## src/rtl/pulse_width_capture.sv

```systemverilog
// pulse_width_capture
//
// Measures how many clk cycles a (possibly asynchronous) input stays high
// and hands the result to a consumer over a valid/ack handshake. It is the
// inverse of the compare timer: the timer turns a count into an interval,
// this block turns an observed interval back into a count.
//
// Parameters
//   W            counter/result width; results saturate at 2^W-1
//   SYNC_STAGES  synchronizer depth on sig_in (>= 1)
//
// Ports
//   clk        rising-edge clock
//   reset      asynchronous, active-high reset
//   sig_in     pulse to measure, may be asynchronous to clk
//   ack        consumer accepts width_out/sat_out while valid is high
//   width_out  captured high time in clk cycles (saturated)
//   sat_out    captured pulse lasted 2^W-1 cycles or more (possibly truncated)
//   valid      width_out/sat_out hold an unacknowledged measurement
//   overrun    sticky: a finished measurement was dropped because valid was high
//   busy       a pulse is currently being measured
module pulse_width_capture #(
    parameter int W           = 6,
    parameter int SYNC_STAGES = 2
) (
    input  logic         clk,
    input  logic         reset,
    input  logic         sig_in,
    input  logic         ack,
    output logic [W-1:0] width_out,
    output logic         sat_out,
    output logic         valid,
    output logic         overrun,
    output logic         busy
);

    typedef enum logic {
        IDLE,
        MEAS
    } state_t;

    localparam logic [W-1:0] CNT_ONE  = W'(1);
    localparam logic [W-1:0] CNT_MAX  = '1;
    localparam logic [W-1:0] CNT_NEAR = CNT_MAX - CNT_ONE;

    state_t                 state_q,   state_d;
    logic [SYNC_STAGES-1:0] sync_q,    sync_d;
    logic [SYNC_STAGES-1:0] fill_q,    fill_d;
    logic                   s_prev_q,  s_prev_d;
    logic [W-1:0]           count_q,   count_d;
    logic                   sat_q,     sat_d;
    logic [W-1:0]           width_q,   width_d;
    logic                   sat_out_q, sat_out_d;
    logic                   valid_q,   valid_d;
    logic                   overrun_q, overrun_d;

    logic s;
    logic rise;

    // fill_q marks which synchronizer stages hold real pin samples. Until the
    // last stage does, s reads as high, so a pin that is already high when
    // reset releases never looks like a rise; a real low must be seen first.
    assign s    = sync_q[SYNC_STAGES-1] | ~fill_q[SYNC_STAGES-1];
    assign rise = s & ~s_prev_q;

    always_comb begin
        // NOTE: every signal written here gets a default before any branch,
        // otherwise an unassigned path would infer a latch.
        sync_d    = sync_q;
        fill_d    = fill_q;
        state_d   = state_q;
        count_d   = count_q;
        sat_d     = sat_q;
        width_d   = width_q;
        sat_out_d = sat_out_q;
        valid_d   = valid_q;
        overrun_d = overrun_q;
        s_prev_d  = s;

        sync_d[0] = sig_in;
        fill_d[0] = 1'b1;
        for (int i = 1; i < SYNC_STAGES; i++) begin
            sync_d[i] = sync_q[i-1];
            fill_d[i] = fill_q[i-1];
        end

        // Ack with nothing pending is ignored; a capture below overrides this.
        if (valid_q && ack) begin
            valid_d = 1'b0;
        end

        case (state_q)
            IDLE: begin
                if (rise) begin
                    count_d = CNT_ONE;
                    sat_d   = (CNT_ONE == CNT_MAX);
                    state_d = MEAS;
                end
            end
            MEAS: begin
                if (s) begin
                    if (count_q != CNT_MAX) begin
                        count_d = count_q + CNT_ONE;
                    end
                    // Flag as soon as the count reaches the ceiling, so an
                    // exact 2^W-1 pulse is reported as possibly truncated.
                    if (count_q >= CNT_NEAR) begin
                        sat_d = 1'b1;
                    end
                end else begin
                    state_d = IDLE;
                    if (!valid_q || ack) begin
                        width_d   = count_q;
                        sat_out_d = sat_q;
                        valid_d   = 1'b1;
                    end else begin
                        overrun_d = 1'b1;
                    end
                end
            end
            default: state_d = IDLE;
        endcase
    end

    // NOTE: state updates use non-blocking assignments so every flop samples
    // the pre-edge value of every other flop, independent of statement order.
    always_ff @(posedge clk or posedge reset) begin
        if (reset) begin
            state_q   <= IDLE;
            sync_q    <= '0;
            fill_q    <= '0;
            s_prev_q  <= 1'b1;
            count_q   <= '0;
            sat_q     <= 1'b0;
            width_q   <= '0;
            sat_out_q <= 1'b0;
            valid_q   <= 1'b0;
            overrun_q <= 1'b0;
        end else begin
            state_q   <= state_d;
            sync_q    <= sync_d;
            fill_q    <= fill_d;
            s_prev_q  <= s_prev_d;
            count_q   <= count_d;
            sat_q     <= sat_d;
            width_q   <= width_d;
            sat_out_q <= sat_out_d;
            valid_q   <= valid_d;
            overrun_q <= overrun_d;
        end
    end

    assign width_out = width_q;
    assign sat_out   = sat_out_q;
    assign valid     = valid_q;
    assign overrun   = overrun_q;
    assign busy      = (state_q == MEAS);

endmodule

```

## config.mk

```make
export PLATFORM = sky130hd
export DESIGN_NAME = pulse_width_capture
export DESIGN_NICKNAME = d
export VERILOG_FILES = /design/src/rtl/pulse_width_capture.sv
export SDC_FILE = /design/constraint.sdc
export NUM_CORES = 1
export LEC_CHECK = 0
export BUFFER_PORTS_ARGS = -buffer_cell sky130_fd_sc_hd__buf_4
export CORE_MARGIN = 2
export CORE_UTILIZATION = 40
export CTS_BUF_LIST = sky130_fd_sc_hd__clkbuf_16
export DETAILED_ROUTE_END_ITERATION = 16
export PLACE_DENSITY = 0.62
export SYNTH_ARGS = -nofsm -noshare
export SYNTH_HDL_FRONTEND = slang
export SYNTH_SLANG_ARGS = --single-unit
```

## constraint.sdc

```tcl
create_clock -name clk -period 1.5 [get_ports clk]
set_input_delay 0.15 -clock clk [delete_from_list [all_inputs] [get_ports clk]]
set_output_delay 0.15 -clock clk [all_outputs]
set_load 0.005 [all_outputs]
```

==> metrics.md <==
| Metric | Value |
|---|---|
| Total track usage | `0.159` |
| Nets | `110` |
| Final hold vios | `0` |
| Net Switching | `0.000489 W` |
| RR Startpoint | `count_q[0]$_DFFE_PP0P_` |
| Routed WL | `1.93 mm` |
| Mux share of post-synthesis cell area | `0.0805` |
| Antenna Nets Post-Route | `0` |
| Switching Share | `0.279` |
| Synth top area cells | `dfrtp_1 (54%), mux2_1 (8.0%), dfstp_2 (2.7%)` |
| Ys flop type | `dfrtp_1` |
| PwrDens | `about 1400 mW/mm^2` |
| Hold Crit Start | `ack` |
| Part of the power in registers | `0.461` |
| Post-route DRC | `0` |
| Final Max Tran Viols | `0` |
| Cells after Synth | `83` |
| WP data arrival | `1.47 ns` |
| IO Pins | `14` |
| Worst Setup SP | `count_q[0]$_DFFE_PP0P_` |
| Pint | `0.00126 W` |
| Pre-CTS setup slack | `0.0477 ns` |
| CTS tree | `built` |
| Post-Syn Area | `980 um^2` |
| DRT Pass-1 Iters | `4` |
| Filler Cell Count | `216` |
| Area share of and/or/nand/nor cells after synthesis | `0.143` |
| CTS Sinks | `22` |
| Setup TNS | `0 ns` |
| Finish-stage setup viols | `0` |
| Num CTS Buffers | `3` |
| Combinational power share | `0.226` |
| RR Endpoint | `count_q[3]$_DFFE_PP0P_` |
| Synthesized net count | `89` |
| Synth-to-Final Area Change | `24.9%` |
| Port Buffers | `13` |
| Antenna Cells | `0` |
| Site Rows | `17` |
| Pin count of the biggest net entering global routing | `23` |
| Die width | `between 50 and 60 um` |
| RSZ-0062 raised after global routing | `no` |
| Worst hold path class | `in2reg` |
| H-tree depth | `1` |
| Max Clock Skew | `0.00504 ns` |
| First-pass GRT wire length | `3.15 mm` |
| Root buf cell | `clkbuf_16` |
| Clock network power share | `0.313` |
| Register area | `552 um^2` |
| DR vias | `718` |
| Adder-cell share of the synthesized area | `0.0255` |
| Post-synth EDFFs | `0` |
| Fraction of registers with async set/reset | `1.00` |
| Largest family of logic cells by synthesized area | `simple AND/OR/NAND/NOR gates` |
| Core Box Area | `0.00225 mm^2` |
| Top cell type's share of synthesized area | `0.536` |
| Worst Path Required | `roughly 1.6 ns` |
| CP max FO | `8` |
| Vias in the first global route | `roughly 700` |
| R2r setup slk | `0.15 ns` |
| Worst R2R Path Depth | `4` |
| Ratio of cells with drive above 1 in the final layout | `0.233` |
| Max cap viols | `0` |
| Die ar. | `0.00286 mm^2` |
| Die height | `53.5 um` |
| Status | `completed` |
| Worst-path clk slew | `0.06 ns` |
| WL/cell | `roughly 15 um` |
| Most common cell in the synthesized netlist | `dfrtp_1` |
| PnR worst setup slack | `0.149 ns` |
| Dominant cell type by area after synthesis | `dfrtp_1` |
| Starting Density | `0.435` |
| Synth Area in XOR/XNOR | `0` |
| Critical path type | `reg2reg` |
| Post-DP HPWL | `1.32 mm` |
| Post-synthesis register bit count | `22` |
| Multi-input gate area | `~390 um^2` |
| Worst setup path end | `count_q[3]$_DFFE_PP0P_` |
| Yosys cell types | `33` |
| Leak Pwr | `a little under 0.6 nW` |
| Startpoint types | `register` |
| Via/cell ratio | `between 5 and 6` |
| Setup crit end kind | `register` |
| DRT iter0 DRCs | `8` |
| Worst-Skew Late Latency | `0.25 ns` |
| Max frequency | `740 MHz` |
| Clk buf depth | `2` |
| GP Congestion | `0.835` |
| Syn avg cell area | `11.8 um^2` |
| Grt ovf | `0` |
| Yosys warnings | `0` |
| Final Cycle Share | `0.900` |
| Initial antenna violation count | `0` |
| Synth cell count leaders | `dfrtp_1 (21), mux2_1 (7), inv_1 (6), nand4_1 (4)` |
| Clock period minus worst slack | `1.35 ns` |
| Synth Area in Compound Gates | `0.140` |
| Worst VDD drop | `about 0.87 mV` |
| Seq/Total Area, Yosys | `0.563` |
## cell type report
class / instances / area share
Clock buffer: 3 / 0.0613
Clock inverter: 1 / 0.00307
Inverter: 6 / 0.0184
Multi-Input combinational cell: 52 / 0.317
Sequential cell: 22 / 0.451
Tap cell: 28 / 0.0286
Timing Repair Buffer: 19 / 0.121
## metal layers
layer	up-vias	track usage	routed length, um
met2	25	0.230	902
met3	7	0.0339	98
li1	347	-	-
met4	0	0.107	50
met5	-	0	0
met1	339	0.210	876
## logic make-up (layout without fill, tap and decap cells)
kind of cell,count (synthesis),count (layout)
flops,22,22
simple gates,24,24
other cells,1,1
buf+inv,9,29
compound gates,18,18
fa+ha+maj,2,2
mux,7,7
## worst min path at each step
stage	end	slack [ns]	cells past startpoint
after global placement	sync_q[0]$_DFF_PP0_	0.21	3
after detailed placement	sync_q[0]$_DFF_PP0_	0.21	3
final	valid$_DFF_PP0_	0.23	3
after global routing	valid$_DFF_PP0_	0.23	3
after CTS	sync_q[0]$_DFF_PP0_	0.003	1
after floorplan	busy$_DFF_PP0_	0.14	1
## registers in the layout, indices dropped and copies added, names as in the netlist
register	cells
sat_q	1
fill_q	2
s_prev_q	1
valid	1
width_out	6
busy	1
count_q	6
sat_out	1
overrun	1
sync_q	2
## timing repair
action,in CTS,in global routing
resized for setup,0,1
endpoints found under the hold margin,21,1
hold buffers,1,1
buffers inserted,0,0
endpoints found under the setup margin,0,4
## worst max-delay path, stage by stage (launching register included)
cell	delay, ns
dfrtp_1	0.45
ha_1	0.32
and4_1	0.23
o21ai_1	0.13
a2bb2oi_1	0.08
## power by group through the flow
stage | Combinational (W) | Sequential [W] | Clock [W]
6_report | 0.000395 | 0.000806 | 0.000548
5_1_grt | 0.000446 | 0.000826 | 0.000596
4_1_cts | 0.000398 | 0.000807 | 0.000567
3_5_place_dp | 0.000394 | 0.000817 | 0
3_3_place_gp | 0.000383 | 0.000816 | 0
2_1_floorplan | 0.000231 | 0.000790 | 0
## layout by cell type (no fill, tap or decap), drive strengths merged
master	instances
dfrtp	21
buf	17
mux2	7
inv	7
nand4	4
nor3	3
a21oi	3
clkbuf	3
nor2b	3
nor2	3
o21ai	3
nand3	2
nand2	2
nand2b	2
and3	2
a31oi	2
and4	2
o2111ai	2
ha	2
dlygate4sd3	2
nand3b	1
o21a	1
o22a	1
o41a	1
a311oi	1
o31ai	1
o211a	1
a2bb2oi	1
a31o	1
conb	1
dfstp	1
## per-stage QoR
stage	std cells	power [W]	hold WS, ns	util	cell area, um^2
2_1_floorplan	83	0.00102	0.138	-	980
3_3_place_gp	125	0.00120	0.206	0.498	1120
4_1_cts	130	0.00177	0.00305	0.537	1210
5_1_grt	131	0.00187	0.229	0.543	1220
3_5_place_dp	125	0.00121	0.209	0.498	1120
6_report	131	0.00175	0.228	0.543	1220
(Power assumes the default switching activity.)
